<file path="config.mk">
export PLATFORM = sky130hd
export DESIGN_NAME = key_schedule_gen
export DESIGN_NICKNAME = d
export VERILOG_FILES = /design/src/rtl/key_schedule_gen.sv
export SDC_FILE = /design/constraint.sdc
export NUM_CORES = 1
export LEC_CHECK = 0
export ABC_AREA = 1
export CAP_MARGIN = 25
export CORE_UTILIZATION = 44
export CTS_CLUSTER_DIAMETER = 80
export DETAILED_ROUTE_END_ITERATION = 8
export PLACE_DENSITY = 0.79
export SYNTH_ARGS = -nofsm -noshare
export SYNTH_HDL_FRONTEND = slang
export SYNTH_SLANG_ARGS = --single-unit
</file>
<file path="constraint.sdc">
create_clock -name CLK -period 2.5 [get_ports CLK]
set_input_delay 0.25 -clock CLK [delete_from_list [all_inputs] [get_ports CLK]]
set_output_delay 0.25 -clock CLK [all_outputs]
set_load 0.02 [all_outputs]
</file>
<file path="src/rtl/key_schedule_gen.sv">
// key_schedule_gen: parametrised round-key generator.
// Accepts a master key via valid/ready, expands it into NUM_ROUNDS round keys
// by repeated left rotation, streams each key with its index and stores it in a
// register file for random-access reads.
// Optional feature: define KEYSCHED_RCON_EN to XOR each round key with its
// round number (round constant).
module key_schedule_gen #(
  parameter int KEY_W      = 16,
  parameter int RK_W       = 8,
  parameter int NUM_ROUNDS = 3,
  parameter int ROT        = 1,
  parameter int IDX_W      = $clog2(NUM_ROUNDS + 1)
) (
  input  logic             CLK,
  input  logic             RST_N,
  input  logic             en,
  input  logic [KEY_W-1:0] key_in,
  input  logic             key_valid,
  output logic             key_ready,
  output logic [RK_W-1:0]  rk_out,
  output logic             rk_valid,
  output logic [IDX_W-1:0] rk_idx,
  output logic             busy,
  output logic             done,
  input  logic [IDX_W-1:0] rd_idx,
  output logic [RK_W-1:0]  rd_key
);

  typedef enum logic [1:0] {
    ST_IDLE,
    ST_EXPAND,
    ST_DONE
  } state_e;

  state_e           state_q, state_d;
  logic [KEY_W-1:0] s_q, s_d;
  logic [KEY_W-1:0] s_rot;
  logic [IDX_W-1:0] cnt_q, cnt_d;
  logic [RK_W-1:0]  keys_q [1:NUM_ROUNDS];
  logic [RK_W-1:0]  keys_d [1:NUM_ROUNDS];
  logic [RK_W-1:0]  rk;
  logic [RK_W-1:0]  rk_out_q, rk_out_d;
  logic [IDX_W-1:0] rk_idx_q, rk_idx_d;
  logic             rk_valid_q, rk_valid_d;
  logic             last_round;

  // Next state value of S: left rotation by ROT bits.
  assign s_rot = {s_q[KEY_W-1-ROT:0], s_q[KEY_W-1 -: ROT]};

`ifdef KEYSCHED_RCON_EN
  assign rk = s_rot[KEY_W-1 -: RK_W] ^ RK_W'(cnt_q);
`else
  assign rk = s_rot[KEY_W-1 -: RK_W];
`endif

  assign last_round = (cnt_q == IDX_W'(NUM_ROUNDS));

  // A key can be taken whenever no expansion is in progress.
  assign key_ready = (state_q != ST_EXPAND);
  assign busy      = (state_q == ST_EXPAND);
  assign done      = (state_q == ST_DONE);
  assign rk_out    = rk_out_q;
  assign rk_idx    = rk_idx_q;
  assign rk_valid  = rk_valid_q;

  // Next-state logic: key accept, one round per enabled cycle, hold when en=0.
  always_comb begin
    // NOTE: every variable gets a default before any branch so no latch is inferred.
    state_d    = state_q;
    s_d        = s_q;
    cnt_d      = cnt_q;
    keys_d     = keys_q;
    rk_out_d   = rk_out_q;
    rk_idx_d   = rk_idx_q;
    rk_valid_d = 1'b0;
    if (en) begin
      case (state_q)
        ST_IDLE, ST_DONE: begin
          if (key_valid) begin
            s_d   = key_in;
            cnt_d = IDX_W'(1);
            for (int i = 1; i <= NUM_ROUNDS; i++) keys_d[i] = '0;
            state_d = ST_EXPAND;
          end
        end
        ST_EXPAND: begin
          s_d = s_rot;
          for (int i = 1; i <= NUM_ROUNDS; i++) begin
            if (cnt_q == IDX_W'(i)) keys_d[i] = rk;
          end
          rk_out_d   = rk;
          rk_idx_d   = cnt_q;
          rk_valid_d = 1'b1;
          cnt_d      = cnt_q + 1'b1;
          if (last_round) state_d = ST_DONE;
        end
        default: state_d = ST_IDLE;
      endcase
    end
  end

  // State registers with synchronous active-low reset.
  always_ff @(posedge CLK) begin
    // NOTE: sequential state uses non-blocking assignments so all flops update together.
    if (!RST_N) begin
      state_q    <= ST_IDLE;
      s_q        <= '0;
      cnt_q      <= '0;
      rk_out_q   <= '0;
      rk_idx_q   <= '0;
      rk_valid_q <= 1'b0;
      // NOTE: the key store is a small flop array that must read 0 after reset, so it is reset.
      for (int i = 1; i <= NUM_ROUNDS; i++) keys_q[i] <= '0;
    end else begin
      state_q    <= state_d;
      s_q        <= s_d;
      cnt_q      <= cnt_d;
      rk_out_q   <= rk_out_d;
      rk_idx_q   <= rk_idx_d;
      rk_valid_q <= rk_valid_d;
      keys_q     <= keys_d;
    end
  end

  // Random-access read; indices outside 1..NUM_ROUNDS return 0.
  always_comb begin
    rd_key = '0;
    for (int i = 1; i <= NUM_ROUNDS; i++) begin
      if (rd_idx == IDX_W'(i)) rd_key = keys_q[i];
    end
  end

endmodule

</file>
==> results of run 1 <==
[metrics by stage]
stage	instances	total power, mW	utilization
after floorplan	401	1.255	-
after global placement	505	1.357	0.5293
after detailed placement	505	1.366	0.5293
after CTS	513	1.884	0.5461
after global routing	513	1.982	0.5461
final	513	1.871	0.5461
[where the power goes]
group          switching [mW]  internal (mW)  total (mW)
clock                   0.296          0.227       0.523
combinational           0.221          0.153       0.375
sequential             0.0362          0.937       0.974
total                   0.554           1.32        1.87
[cells in the mapped netlist]
library cell	number
a21oi_1	20
buf_1	5
buf_2	2
buf_4	6
buf_6	6
dfxtp_1	55
ha_1	3
inv_1	28
inv_2	3
inv_6	1
nand2_1	130
nand2_2	2
nand2_4	1
nand3_1	50
nand3_4	1
nor2_1	69
nor2_2	1
nor2_4	4
o211ai_1	1
o21ai_0	8
o21ai_1	3
o21ai_2	1
o21ai_4	1
[placed cells by master, fill, tap and decap left out, drive strengths merged, types with 3 or more instances in the layout]
cell,Yosys,layout
o21ai,13,13
nand2,133,133
nor2,74,74
nand3,51,51
a21oi,20,20
clkdlybuf4s50,0,43
buf,19,5
dfxtp,55,55
clkbuf,0,6
ha,3,3
inv,32,32
[critical path, delay by kind of cell]
family / cells / cell delay, ps
buf+inv: 3 / 1160
simple gates: 3 / 600
[flip-flops by register name, summed over array words and instances, names as in the netlist]
| signal | cells |
|---|---|
| keys_q | 24 |
| cnt_q | 2 |
| s_q | 16 |
| state_q | 2 |
| rk_idx | 2 |
| rk_out | 8 |
| rk_valid | 1 |
[layout make-up]
type / instances / area (µm²)
fill: 590 / 2671
multi-input combinational: 295 / 1315
sequential: 55 / 1101
timing repair buffer: 48 / 480.5
inverter: 32 / 125.1
tap: 75 / 93.84
clock buffer: 6 / 82.58
clock inverter: 2 / 16.27
[worst paths after layout]
check / end / slack [ps]
setup reg to reg: s_q[6] / 960
hold reg to reg: rk_idx[0] / 480
setup / recovery: rd_key[0] / 250
hold / removal: rk_idx[0] / 480
[cells by family after synthesis]
kind of cell	synth area share
buf+inv	0.09934
flops	0.4104
fa+ha+maj	0.01399
simple gates	0.4063
compound gates	0.06997
[layer usage]
layer  wire (µm)  part of all wire  vias up  global-route usage
li1            -                 -     1322                   -
met1        2943              0.49     1135              0.2661
met2        2753              0.46       60              0.3316
met3         221             0.037        4             0.03636
met4          40            0.0067        0             0.05536
met5           0                 0        -                   0
==> metrics.md, run 1 <==
| Metric | Value |
|---|---|
| Status | `complete, no violations` |
| Layout Skew | `7.598 ps` |
| Grt ovf | `0` |
| Port Buffer Count | `43` |
| PwrDens | `582.1 nW/µm²` |
| Largest buffer count on any clock path | `2` |
| Drt initial violations | `166` |
| DRC Markers | `0` |
| Post-detail-place hpwl | `4.175 mm` |
| Relative slew slack | `0.5502` |
| Maximum level of the CTS H-tree | `2` |
| Die width | `80.08 µm` |
| Yosys cell types | `23` |
| Hold Path Depth | `2` |
| Tcrit/Tclk final | `0.9018` |
| Total core area | `about 6000 µm²` |
| Worst path required time | `~2300 ps` |
| Critical Path Source Type | `primary input` |
| Max stage delay on crit path | `610 ps` |
| Die height | `~80 µm` |
| Cts-stage hold buffer count | `0` |
| Reg clk slew, reported paths | `90 ps` |
| Synthesized flop and latch total | `55` |
| Worst Setup SP | `rd_idx[1]` |
| Vias after detailed routing | `between 2000 and 3000` |
| Endpoints failing hold | `0` |
| Max Slew Vio Count | `0` |
| Post-synthesis cell count | `401` |
| Final nets | `462` |
| Placed Area | `around 3100 µm²` |
| Slack of the critical path | `between 200 and 250 ps` |
| Tmin final | `2255 ps` |
| Detailed Routing Iterations Pass 1 | `4` |
| Drt total wl | `5.959 mm` |
| Area leader, netlist | `dfxtp_1` |
| CP Max Fanout | `8` |
| Yosys warns | `0` |
| Vias in the first global route | `~2200` |
| Synth top area share | `0.4104` |
| Setup CP Type | `primary input to output pin` |
| CTS sink cnt | `55` |
| Avg WL per Cell | `11.62 µm` |
| RSZ-0062 raised after global routing | `false` |
| Die area | `6413 µm²` |
| Top post-synthesis cells by area | `dfxtp_1, nand2_1, nor2_1` |
| Critical R2R Launch | `state_q[1]` |
| HP Class | `register to register` |
| Final instance area | `3214 µm²` |
| Clock Latency Late Sink | `310 ps` |
| DR vias/cell | `4.914` |
| CP endpoint kind | `output pin` |
| Number of max-cap violations | `0` |
| Hold Worst Slack | `479.2 ps` |
| Min-delay src | `rk_idx[0]` |
| Ant. Diodes | `0` |
| First-pass GRT wire length | `10.10 mm` |
| Area Growth Syn to Fin | `19.82%` |
| Ports | `44` |
| Slew @ Worst Pin | `674.6 ps` |
| Sum Neg Setup Slack | `0 ps` |
| Arr. time, crit path | `2000 ps` |
| Most used cell, CP | `clkdlybuf4s50_1` |
| Fmax | `443.6 MHz` |
| DRT antenna net count | `0` |
| Area of the mapped netlist | `approximately 2700 µm²` |
| Root Buffer | `clkbuf_8` |
| Sequential fraction of the synthesis area | `0.4104` |
| Slowest-stage cell, CP | `clkdlybuf4s50_1` |
| Share of cells above drive strength 1 | `0.06393` |
| CTS tree | `done` |
| R2R cell count | `5` |
| Synth Area per Inst | `6.690 µm²` |
| Worst IR Drop VDD | `0.4486 mV` |
| Place WS | `between 200 and 250 ps` |
| Antenna violations before repair | `0` |
| Post-CTS Resized | `0` |
| Initial cell density of the core | `0.4558` |
| Largest net degree at the start of global routing | `43` |
| Setup violators final | `0` |
| Postcts setup bufs | `0` |
| CP cell instances | `clkdlybuf4s50_1, inv_1, nor2_1, nand2_1, nand3_1, clkdlybuf4s50_1` |
| Leakage | `about 1.5 nW` |
| Tot GR Track Use | `0.2003` |
| Final GP Congestion | `about 0.77` |
| Rows | `28` |
| Net Count, Synth | `approximately 430` |
| Num CTS Buffers | `5` |
Power figures use the tool's default switching activity.
==> inputs of run 2 (changes only) <==
GPL_ROUTABILITY_DRIVEN = 0   (was not set)
SETUP_SLACK_MARGIN = 0.3   (was not set)
==> metrics.md, run 2 (synthesis gave the netlist of run 1 again) <==
| Metric | Value |
|---|---|
| Maximum level of the CTS H-tree | `2` |
| Rows | `28` |
| Die height | `80.08 µm` |
| Die area | `6413 µm²` |
| Largest net degree at the start of global routing | `43` |
| Tot GR Track Use | `0.2003` |
| Endpoints failing hold | `0` |
| DRT antenna net count | `0` |
| DR WL met3 | `261 µm` |
| Relative slew slack | `0.5633` |
| Number of max-cap violations | `0` |
| Critical path buffer and inverter count | `3` |
| Num CTS Buffers | `5` |
| Largest buffer count on any clock path | `2` |
| Worst Setup SP | `rd_idx[1]` |
| Setup CP Type | `primary input to output pin` |
| CP cell instances | `clkdlybuf4s50_1, inv_1, nor2_4, nand2_1, nand3_1, clkdlybuf4s50_1` |
| RSZ-0062 raised after global routing | `false` |
| WL met1 | `2.878 mm` |
| Post-detail-place hpwl | `4.175 mm` |
| CTS sink cnt | `55` |
| Total core area | `5886 µm²` |
| Critical Path Sink | `rd_key[0]` |
| Avg WL per Cell | `11.52 µm` |
| Worst path required time | `2250 ps` |
| Critical R2R Launch | `cnt_q[1]` |
| Worst path depth | `6` |
| WL met2 | `roughly 2.7 mm` |
| Most used cell, CP | `clkdlybuf4s50_1` |
| Port Buffer Count | `43` |
| Detailed Routing Iterations Pass 1 | `4` |
| Top Layer Used | `met4` |
| CP Max Fanout | `8` |
| Arr. time, crit path | `1840 ps` |
| Area Growth Syn to Fin | `20.43%` |
| Status | `complete, no violations` |
| Commonest non-fill, non-tap cell in the layout | `nand2_1` |
| Critical Path Source Type | `primary input` |
| Worst IR Drop VDD | `around 0.45 mV` |
| Tcrit/Tclk final | `0.8380` |
| Sum Neg Setup Slack | `0 ps` |
| PwrDens | `580.1 nW/µm²` |
| First-pass GRT wire length | `~10 mm` |
| Slew @ Worst Pin | `655.0 ps` |
| Layout Skew | `6.486 ps` |
| CTS tree | `done` |
| Max reg flops | `24` |
| DRC Markers | `0` |
| Setup violators final | `0` |
| Fmax | `477.4 MHz` |
| R2r endpoint | `keys_q[10]` |
| Drt initial violations | `198` |
| Tmin final | `2095 ps` |
| Ant. Diodes | `0` |
| Max Slew Vio Count | `0` |
| Crit path max-delay family | `buffers and inverters` |
| Slowest-stage cell, CP | `clkdlybuf4s50_1` |
| Vias after detailed routing | `2507` |
| FILL cells | `around 600` |
| Root Buffer | `clkbuf_8` |
| R2R cell count | `6` |
| Reg clk slew, reported paths | `90 ps` |
| Largest Register | `keys_q` |
| Die width | `roughly 80 µm` |
| Reg2reg setup slack | `1000 ps` |
| CP endpoint kind | `output pin` |
| Most frequent cells in the layout | `nand2_1, nor2_1, dfxtp_1` |
| DR vias/cell | `4.887` |
| Grt ovf | `0` |
| Leakage | `~1.5 nW` |
| Final nets | `462` |
| Drt total wl | `5.910 mm` |
| Max stage delay on crit path | `600 ps` |
| Ports | `44` |
| Vias in the first global route | `2219` |
| Clock Latency Late Sink | `310 ps` |
| HP Class | `register to register` |
| Antenna violations before repair | `0` |
| Initial cell density of the core | `0.4558` |
| Hold Worst Slack | `479.3 ps` |
| Share of cells above drive strength 1 | `0.07078` |
## run 2: cell counts in the layout (fill, tap and decap cells not counted)
No cell type changed its count.
## run 2: repair_timing
| item | 4_1_cts | 5_1_grt |
|---|---|---|
| setup buffers | 0 | 0 |
| hold buffers | 0 | 0 |
| endpoints found under the setup margin | 8 | 5 |
| resized for setup | 2 | 3 |
| pin swaps | 0 | 0 |
## run 2: metrics by stage
step	power (mW)	utilization	cell area, µm²	setup WS, ps	cells
after floorplan	1.255	-	2683	1233	401
after global placement	1.357	0.5293	3115	307.5	505
after detailed placement	1.366	0.5293	3115	246.7	505
after CTS	1.885	0.5470	3219	316.3	513
after global routing	1.985	0.5489	3231	325.6	513
final	1.874	0.5489	3231	405.1	513
## run 2: tightest hold or removal path, delay by kind of cell, from the launching register on
family	cells	cell delay, ps
flip-flops	1	330
AO/OA/AOI/OAI	1	50
AND/OR/NAND/NOR	1	60
## run 2: worst min path at each step
stage / from / endpoint / slack, ps / cells past startpoint
final: rk_idx[0] / rk_idx[0] / 480 / 2
after floorplan: keys_q[0] / keys_q[0] / 450 / 2
after global placement: rk_idx[0] / rk_idx[0] / 450 / 2
after detailed placement: rk_idx[0] / rk_idx[0] / 470 / 2
after global routing: rk_idx[0] / rk_idx[0] / 500 / 2
after CTS: rk_idx[0] / rk_idx[0] / 480 / 2
## run 2: area by class of cell
cell class                 instances  area [µm²]  share of cell area
sequential                        55        1102              0.3412
multi-input combinational        295        1330              0.4117
tap                               75       93.84             0.02905
clock buffer                       6       82.58             0.02556
inverter                          32       125.1             0.03873
timing repair buffer              48       480.5              0.1487
clock inverter                     2       16.27            0.005035
## run 2: metal layers
metal | up-vias | GRT usage
met5 | - | 0
met4 | 0 | 0.05536
met3 | 7 | 0.03636
met2 | 55 | 0.3316
met1 | 1123 | 0.2661
li1 | 1322 | -
## run 2: power by group
part | internal (mW) | leakage [nW] | switching [mW]
combinational | 0.154 | 0.974 | 0.222
sequential | 0.937 | 0.452 | 0.0360
clock | 0.227 | 0.0474 | 0.297
total | 1.32 | 1.47 | 0.556
==> inputs of run 3 (changes only) <==
clock period = 2.1 ns   (was 2.5 ns; I/O delays follow)
==> metrics.md, run 3 (synthesis gave the netlist of run 1 again) <==
| Metric | Value |
|---|---|
| CP endpoint kind | `output pin` |
| Final nets | `464` |
| HP Class | `register to register` |
| Ports | `44` |
| Worst IR Drop VDD | `0.3749 mV` |
| Initial cell density of the core | `0.4558` |
| Avg WL per Cell | `11.58 µm` |
| Critical R2R Launch | `cnt_q[0]` |
| Slew @ Worst Pin | `683.3 ps` |
| Cts-stage hold buffer count | `0` |
| RSZ-0062 raised after global routing | `false` |
| Tmin final | `approximately 1700 ps` |
| Clock Latency Late Sink | `310 ps` |
| Setup CP Type | `register to output pin` |
| Commonest non-fill, non-tap cell in the layout | `nand2_1` |
| Layout Skew | `7.819 ps` |
| Area Growth Syn to Fin | `22.11%` |
| Fmax | `about 600 MHz` |
| FILL cells | `roughly 610` |
| Num CTS Buffers | `5` |
| Maximum level of the CTS H-tree | `2` |
| Critical Path Source Type | `register` |
| Reg clk slew, reported paths | `100 ps` |
| First-pass GRT wire length | `just over 10 mm` |
| Place WS | `137.8 ps` |
| Area of the multi-input gates | `1315 µm²` |
| Port Buffer Count | `43` |
| Ant. Diodes | `0` |
| Slack of the critical path | `396.9 ps` |
| Root Buffer | `clkbuf_8` |
| Critical Path Sink | `key_ready` |
| Setup violators final | `0` |
| Detailed Routing Iterations Pass 1 | `4` |
| Rows | `28` |
| Vias after detailed routing | `2537` |
| Leakage | `1.557 nW` |
| CTS sink cnt | `55` |
| Share of cells above drive strength 1 | `0.06818` |
| Total core area | `5886 µm²` |
| Relative slew slack | `0.5444` |
| Largest buffer count on any clock path | `2` |
| Reg2reg setup slack | `540 ps` |
| Drt initial violations | `191` |
| Post-detail-place hpwl | `4.209 mm` |
| Tot GR Track Use | `0.2035` |
| Number of max-cap violations | `0` |
| Sum Neg Setup Slack | `0 ps` |
| Die height | `80.08 µm` |
| Largest net degree at the start of global routing | `54` |
| Status | `complete, no violations` |
| DRC Markers | `0` |
| CP Max Fanout | `17` |
| Endpoints failing hold | `0` |
| CTS tree | `done` |
| Die width | `approximately 80 µm` |
| Antenna violations before repair | `0` |
| Grt ovf | `0` |
| Vias in the first global route | `2294` |
| Tcrit/Tclk final | `0.8110` |
| R2R cell count | `7` |
| DR vias/cell | `4.926` |
| Register area | `1105 µm²` |
| Drt total wl | `5.962 mm` |
| Arr. time, crit path | `between 1000 and 1500 ps` |
| Worst Setup SP | `state_q[0]` |
| Die area | `6413 µm²` |
| Worst path required time | `between 1500 and 2000 ps` |
| R2r endpoint | `keys_q[12]` |
| Most frequent cells in the layout | `nand2_1, nor2_1, dfxtp_1` |
| Largest Register | `keys_q` |
| Max reg flops | `24` |
| Max Slew Vio Count | `0` |
| PwrDens | `between 700 and 800 nW/µm²` |
| DRT antenna net count | `0` |
[run 3: report_power, final]
group | leakage [nW] | total [mW] | internal, mW | switching, mW
registers | 0.452 | 1.16 | 1.11 | 0.0419
clock network | 0.0654 | 0.815 | 0.477 | 0.339
logic | 1.04 | 0.449 | 0.183 | 0.267
[run 3: what timing repair did]
item / 4_1_cts / 5_1_grt
gates resized for setup: 9 / 3
hold endpoints to repair: 0 / 0
buffers inserted: 0 / 0
setup endpoints to repair: 11 / 2
[run 3: final cells by class]
class	count	share of cell area
Sequential cell	55	0.3373
Multi-Input combinational cell	295	0.4015
Timing Repair Buffer	50	0.1539
Inverter	32	0.03820
Clock inverter	2	0.01833
Tap cell	75	0.02865
Clock buffer	6	0.02215
[run 3: critical path, stage by stage (launching register included)]
cell	delay (ps)
dfxtp_1	380
buf_6	210
nand2_4	60
clkdlybuf4s50_1	530
[run 3: worst min path at each step]
stage                          start        end  slack (ps)  depth (start not counted)
after floorplan           key_in[10]    s_q[10]         430                          4
after global placement     rk_idx[0]  rk_idx[0]         450                          2
after detailed placement   rk_idx[0]  rk_idx[0]         460                          2
after CTS                  rk_idx[0]  rk_idx[0]         470                          2
after global routing       rk_idx[0]  rk_idx[0]         490                          2
final                      rk_idx[0]  rk_idx[0]         470                          2
[run 3: layer usage]
layer / GRT usage / up-vias / share of wire
li1: - / 1327 / -
met3: 0.03295 / 7 / 0.045
met5: 0 / - / 0
met2: 0.3325 / 66 / 0.46
met4: 0.06071 / 0 / 0.013
met1: 0.2752 / 1137 / 0.48
[run 3: metrics by stage]
step                      utilization  power [mW]  hold slack (ps)  cells  cell area, µm²
final                          0.5565       2.421            473.9    515            3276
after global routing           0.5565       2.552            494.2    515            3276
after CTS                      0.5551       2.438            473.4    515            3267
after detailed placement       0.5340       1.636            456.7    507            3143
after global placement         0.5340       1.625            453.5    507            3143
after floorplan                     -       1.495            427.6    401            2683
